[config.mk]
export PLATFORM = sky130hd
export DESIGN_NAME = load_store_unit
export DESIGN_NICKNAME = d
export VERILOG_FILES = /design/src/rtl/lsu_pkg.sv /design/src/rtl/load_align.sv /design/src/rtl/load_store_unit.sv
export SDC_FILE = /design/constraint.sdc
export NUM_CORES = 1
export LEC_CHECK = 0
export ABC_AREA = 1
export CAP_MARGIN = 20
export CORE_MARGIN = 1.5
export CORE_UTILIZATION = 44
export DETAILED_ROUTE_END_ITERATION = 8
export PLACE_DENSITY = 0.77
export SLEW_MARGIN = 15
export SYNTH_ARGS = -nofsm -noshare
export SYNTH_HDL_FRONTEND = slang
export SYNTH_SLANG_ARGS = --single-unit
[constraint.sdc]
create_clock -name clk -period 2.19 [get_ports clk]
set_clock_uncertainty 0.15 [all_clocks]
set_input_delay 0.219 -clock clk [delete_from_list [all_inputs] [get_ports clk]]
set_output_delay 0.219 -clock clk [all_outputs]
set_load 0.03 [all_outputs]
[src/rtl/lsu_pkg.sv]
`timescale 1ns/1ps
`default_nettype none
// ============================================================================
//  Module   : lsu_pkg
//  Purpose  : funct3 codes, write-strobe encodings and FSM states for the LSU.
//  Revision : 1.0
// ============================================================================
package lsu_pkg;

    localparam logic [2:0] c_F3_B  = 3'b000;
    localparam logic [2:0] c_F3_H  = 3'b001;
    localparam logic [2:0] c_F3_W  = 3'b010;
    localparam logic [2:0] c_F3_BU = 3'b100;
    localparam logic [2:0] c_F3_HU = 3'b101;

    localparam logic [2:0] c_STRB_WORD = 3'b000;
    localparam logic [2:0] c_STRB_LO   = 3'b001;
    localparam logic [2:0] c_STRB_NOP  = 3'b010;
    localparam logic [2:0] c_STRB_HI   = 3'b011;
    localparam logic       c_STRB_BYTE = 1'b1;

    typedef enum logic [1:0] {
        IDLE   = 2'd0,
        ACCESS = 2'd1,
        BYTE   = 2'd2,
        RESP   = 2'd3
    } lsu_state_e;

    function automatic logic f3_legal(input logic we, input logic [2:0] f3);
        logic ok;
        if (we) ok = (f3 == c_F3_B) || (f3 == c_F3_H) || (f3 == c_F3_W);
        else    ok = (f3 != 3'b011) && (f3 != 3'b110) && (f3 != 3'b111);
        return ok;
    endfunction

    function automatic logic f3_aligned(input logic [2:0] f3, input logic [1:0] off);
        logic ok;
        case (f3[1:0])
            2'b00:   ok = 1'b1;
            2'b01:   ok = ~off[0];
            default: ok = (off == 2'b00);
        endcase
        return ok;
    endfunction

    // Index of the final byte of a byte-serial access (halfword or word).
    function automatic logic [1:0] f3_last_byte(input logic [2:0] f3);
        return f3[1] ? 2'd3 : 2'd1;
    endfunction

endpackage
`default_nettype wire

[src/rtl/load_align.sv]
`timescale 1ns/1ps
`default_nettype none
// ============================================================================
//  Module   : load_align
//  Purpose  : selects the loaded byte/halfword at an offset and extends it.
//  Revision : 1.0
// ============================================================================
module load_align
    import lsu_pkg::*;
(
    input  logic [31:0] raw_i,
    input  logic [2:0]  funct3_i,
    input  logic [1:0]  offset_i,
    output logic [31:0] data_o
);

    logic [7:0]  w_byte;
    logic [15:0] w_half;

    always_comb begin
        w_byte = raw_i[{offset_i, 3'b000} +: 8];
        w_half = offset_i[1] ? raw_i[31:16] : raw_i[15:0];
        case (funct3_i)
            c_F3_B:  data_o = {{24{w_byte[7]}}, w_byte};
            c_F3_BU: data_o = {24'h0, w_byte};
            c_F3_H:  data_o = {{16{w_half[15]}}, w_half};
            c_F3_HU: data_o = {16'h0, w_half};
            default: data_o = raw_i;
        endcase
    end

endmodule
`default_nettype wire

[src/rtl/load_store_unit.sv]
`timescale 1ns/1ps
`default_nettype none
// ============================================================================
//  Module   : load_store_unit
//  Purpose  : single-outstanding RISC-V load/store unit; misaligned accesses
//             are split into byte-serial cycles.  Revision : 1.0
// ============================================================================
module load_store_unit
    import lsu_pkg::*;
#(
    parameter  int DEPTH = 128,
    localparam int AW    = $clog2(DEPTH)
) (
    input  logic          clk,
    input  logic          rst,
    input  logic          req_valid,
    output logic          req_ready,
    input  logic          req_we,
    input  logic [2:0]    req_funct3,
    input  logic [31:0]   req_addr,
    input  logic [31:0]   req_wdata,
    output logic          resp_valid,
    output logic [31:0]   resp_rdata,
    output logic          resp_err,
    output logic [AW-1:0] mem_rd_addr,
    input  logic [31:0]   mem_rd_data,
    output logic [AW-1:0] mem_wr_addr,
    output logic [31:0]   mem_wr_din,
    output logic          mem_we,
    output logic [2:0]    mem_wr_strb
);

    lsu_state_e  state_q, state_d;
    logic        we_q, we_d;
    logic [2:0]  funct3_q, funct3_d;
    logic [31:0] addr_q, addr_d;
    logic [31:0] wdata_q, wdata_d;
    logic [1:0]  k_q, k_d;
    logic [31:0] rdata_q, rdata_d;
    logic        err_q, err_d;
    logic        mis_q, mis_d;

    logic [31:0] w_cur_addr;
    logic [31:0] w_load_data;
    logic        w_req_legal;
    logic        w_unused_addr;

    // k_q stays 0 outside BYTE, so this is the access address in every state.
    assign w_cur_addr    = addr_q + {30'h0, k_q};
    assign w_unused_addr = ^w_cur_addr[31:AW+2];
    assign w_req_legal   = f3_legal(req_we, req_funct3);

    always_ff @(posedge clk) begin
        if (rst) begin
            state_q  <= IDLE;
            we_q     <= 1'b0;
            funct3_q <= 3'b000;
            addr_q   <= 32'h0;
            wdata_q  <= 32'h0;
            k_q      <= 2'd0;
            rdata_q  <= 32'h0;
            err_q    <= 1'b0;
            mis_q    <= 1'b0;
        end else begin
            state_q  <= state_d;
            we_q     <= we_d;
            funct3_q <= funct3_d;
            addr_q   <= addr_d;
            wdata_q  <= wdata_d;
            k_q      <= k_d;
            rdata_q  <= rdata_d;
            err_q    <= err_d;
            mis_q    <= mis_d;
        end
    end

    always_comb begin
        state_d  = state_q;
        we_d     = we_q;
        funct3_d = funct3_q;
        addr_d   = addr_q;
        wdata_d  = wdata_q;
        k_d      = k_q;
        rdata_d  = rdata_q;
        err_d    = err_q;
        mis_d    = mis_q;
        case (state_q)
            IDLE: begin
                if (req_valid) begin
                    we_d     = req_we;
                    funct3_d = req_funct3;
                    addr_d   = req_addr;
                    wdata_d  = req_wdata;
                    k_d      = 2'd0;
                    rdata_d  = 32'h0;
                    err_d    = ~w_req_legal;
                    mis_d    = w_req_legal && !f3_aligned(req_funct3, req_addr[1:0]);
                    if (!w_req_legal)
                        state_d = RESP;
                    else if (f3_aligned(req_funct3, req_addr[1:0]))
                        state_d = ACCESS;
                    else
                        state_d = BYTE;
                end
            end
            ACCESS: begin
                if (!we_q) rdata_d = mem_rd_data;
                state_d = RESP;
            end
            BYTE: begin
                if (!we_q)
                    rdata_d[{k_q, 3'b000} +: 8] = mem_rd_data[{w_cur_addr[1:0], 3'b000} +: 8];
                if (k_q == f3_last_byte(funct3_q)) begin
                    k_d     = 2'd0;
                    state_d = RESP;
                end else begin
                    k_d = k_q + 2'd1;
                end
            end
            default: begin
                state_d = IDLE;
            end
        endcase
    end

    // Memory port; rst suppresses the write at the edge that aborts a request.
    always_comb begin
        mem_we      = 1'b0;
        mem_wr_strb = c_STRB_NOP;
        mem_wr_din  = 32'h0;
        mem_rd_addr = (state_q == IDLE) ? '0 : w_cur_addr[AW+1:2];
        mem_wr_addr = mem_rd_addr;
        if (we_q && !err_q && !rst) begin
            if (state_q == ACCESS) begin
                mem_we = 1'b1;
                case (funct3_q[1:0])
                    2'b10: begin
                        mem_wr_strb = c_STRB_WORD;
                        mem_wr_din  = wdata_q;
                    end
                    2'b01: begin
                        mem_wr_strb = addr_q[1] ? c_STRB_HI : c_STRB_LO;
                        mem_wr_din  = {16'h0, wdata_q[15:0]};
                    end
                    default: begin
                        mem_wr_strb = {c_STRB_BYTE, addr_q[1:0]};
                        mem_wr_din  = {24'h0, wdata_q[7:0]};
                    end
                endcase
            end else if (state_q == BYTE) begin
                mem_we      = 1'b1;
                mem_wr_strb = {c_STRB_BYTE, w_cur_addr[1:0]};
                mem_wr_din  = {24'h0, wdata_q[{k_q, 3'b000} +: 8]};
            end
        end
    end

    // Misaligned loads are already assembled LSB-first, so extract at offset 0.
    load_align u_load_align (
        .raw_i    (rdata_q),
        .funct3_i (funct3_q),
        .offset_i (mis_q ? 2'b00 : addr_q[1:0]),
        .data_o   (w_load_data)
    );

    assign req_ready  = (state_q == IDLE);
    assign resp_valid = (state_q == RESP);
    assign resp_err   = (state_q == RESP) && err_q;
    assign resp_rdata = ((state_q == RESP) && !we_q && !err_q) ? w_load_data : 32'h0;

endmodule
`default_nettype wire

==> metrics <==
status=finished with violations; failing checks=negative setup slack; area grow syn2layout=59.8%; H-tree Lvls=3; Tot Pwr=10.6 mW; Synth top area share=27.0%; Tcrit/Tclk final=110%; global-route wire length before repair=34.7 mm; worst-path fanout max=5; CP Data Required Time=2.26 ns; crit path launch type=register; sequential element share of the synthesized area=27.0%; Main synth FF type=dfxtp_1; drt wl/cell=17.6 um; vias in the first global route=6976; number of enable-type register cells in the synthesized netlist=0; GRT overflow=0; Total Wirelength=25.6 mm; Setup crit end kind=register; # diodes=0; Clk pin slew, worst setup/hold paths=0.07 ns; net count after synthesis=1190; via count=8155; CTS sink cnt=83; TritonCTS Buffers=9; post-route ant nets=0; hpwl dp=15.3 mm; average cell area after synthesis=5.76 um2; Async S/R FF share, synth=0%; pin count of the biggest net entering global routing=50; vias per cell=5.61; GR Util All Layers=30.1%; final setup violation count=86; Static Leak=4.26 nW; Core Footprint=13800 um2; boundary pin count=188; Root Driver=clkbuf_16; min-delay worst type=register to register; DP Area=7960 um2; flops & latches, synth=83; gpl congestion=0.938; Worst EP arrival=2.48 ns; detailed-router iteration count before antenna repair=6; Hold Vio Cnt, Final=0; fin. max-slew vios=0; # hold bufs at CTS=0; setup ws final=-0.219 ns; fmax=0.415 GHz; Tightest Pin Transition=0.579 ns; synthesized instance count=1070; Synth area leader=dfxtp_1; share of cells above drive strength 1=29.3%; initial core utilization=44.8%; RSZ-0062 raised after global routing=true; violation count after the first detailed-route iteration=717; WHS=0.315 ns; Yosys cell types=33; synth warn=0; final core occ=71.5%; final net count=1388; Die Footprint=14700 um2; P per Cell Area=1070 nW/um2; DRC=0; CP Class=register to register; cell row count=43; Slew headroom=61.4%; clock tree buffer depth=2; Mapped Area=6160 um2; initial antenna violation count=0; Final Critical Period=2.41 ns; die height=121 um; top cells by area, synth=dfxtp_1 27%, nand2_1 19%, o21ai_0 9.3%, a21oi_1 8.6%, nor2_1 8.5%; Die X-Extent=121 um; fill count=1089; design area=9850 um2; Worst-Skew Late Latency=0.36 ns; number of max-cap violations=0; Peak supply drop=0.000577 V; Port Buf Inserts=164; CTS tree=done
where the power goes:
| part | leakage, nW | internal (mW) | total [mW] | switching (mW) |
|---|---|---|---|---|
| clock network | 0.141 | 0.902 | 1.65 | 0.743 |
| registers | 0.685 | 1.83 | 2.11 | 0.279 |
| logic | 3.44 | 2.59 | 6.81 | 4.22 |
logic make-up (layout without fill, tap and decap cells):
| logic type | after synthesis | in the layout | synth area share (%) |
|---|---|---|---|
| compound gates | 238 | 238 | 20.1 |
| simple gates | 545 | 545 | 36.7 |
| flops | 83 | 83 | 27.0 |
| buf+inv | 187 | 390 | 12.7 |
| fa+ha+maj | 17 | 17 | 3.57 |
state kept, by name (all words and copies together), names as in the netlist:
register and count:
we_q 1, wdata_q 32, err_q 1, k_q 2
addr_q 9, state_q 2, mis_q 1, funct3_q 3
rdata_q 32
placed cells by master, fill, tap and decap left out, types with 24 or more instances in the layout:
cell type and n:
buf_6 65, o21ai_0 69, nor2_1 126, a21oi_2 24, buf_4 96, dfxtp_1 73, nand2_1 282, a21oi_1 81
inv_1 96, clkdlybuf4s50_1 80, o21ai_1 34, nand4_1 24
routing by layer:
layer / track usage (%) / vias up / wire [um]
met5: 0 / - / 0
li1: - / 3811 / -
met1: 36.1 / 3656 / 9520
met3: 5.26 / 163 / 2380
met2: 51.1 / 525 / 11600
met4: 15.8 / 0 / 2070
through the flow:
step | setup WS (ns) | setup TNS (ns) | std cells
2_1_floorplan | -0.168 | -0.335 | 1070
3_3_place_gp | -0.131 | -1.28 | 1393
3_5_place_dp | -0.163 | -2.39 | 1393
4_1_cts | -0.212 | -5.74 | 1428
5_1_grt | -0.297 | -15.69 | 1453
6_report | -0.219 | -9.64 | 1453
cells in the mapped netlist, drive strengths merged, types with 2 or more instances:
cell,count
nand4,24
clkinv,2
nor2,151
nand2,314
dfxtp,83
o21ai,120
ha,16
inv,112
or2,3
o211ai,10
a21oi,106
buf,32
nor3,20
clkbuf,41
nand3,33
layout make-up:
cell class	instances	area (um2)	area share [%]
inverters	114	455	4.62
clock buffers	9	225	2.29
flip-flops and latches	83	1690	17.1
repair buffers	260	2610	26.4
clock inverters	7	86.3	0.876
multi-input cells	800	4570	46.4
well taps	180	225	2.29
worst paths after layout:
kind	from	to	slack (ns)	cells past startpoint
worst min-delay path	rdata_q[4]$_SDFFE_PP0P_	rdata_q[4]$_SDFFE_PP0P_	0.32	2
worst min register to register	rdata_q[4]$_SDFFE_PP0P_	rdata_q[4]$_SDFFE_PP0P_	0.32	2
worst max-delay path	k_q[0]$_SDFFE_PP0P_	rdata_q[25]$_SDFFE_PP0P_	-0.22	12
worst max register to register	k_q[0]$_SDFFE_PP0P_	rdata_q[25]$_SDFFE_PP0P_	-0.22	12
worst max-delay path, cell delays in order (launching register included):
cell        delay (ns)
dfxtp_4           0.36
ha_4              0.16
fa_2              0.60
clkinvlp_4        0.21
buf_12            0.20
nand3_4           0.07
nand2_4           0.08
nand4_1           0.10
nand2_1           0.07
nand2_1           0.06
nand2_1           0.08
nand2_1           0.07
a21oi_1           0.06
timing repair:
item | 4_1_cts | 5_1_grt
resized for setup | 138 | 205
setup endpoints to repair | 114 | 104
pin swaps | 28 | 77
gates cloned | 1 | 3
setup buffers | 18 | 23
Power figures use the tool's default switching activity.
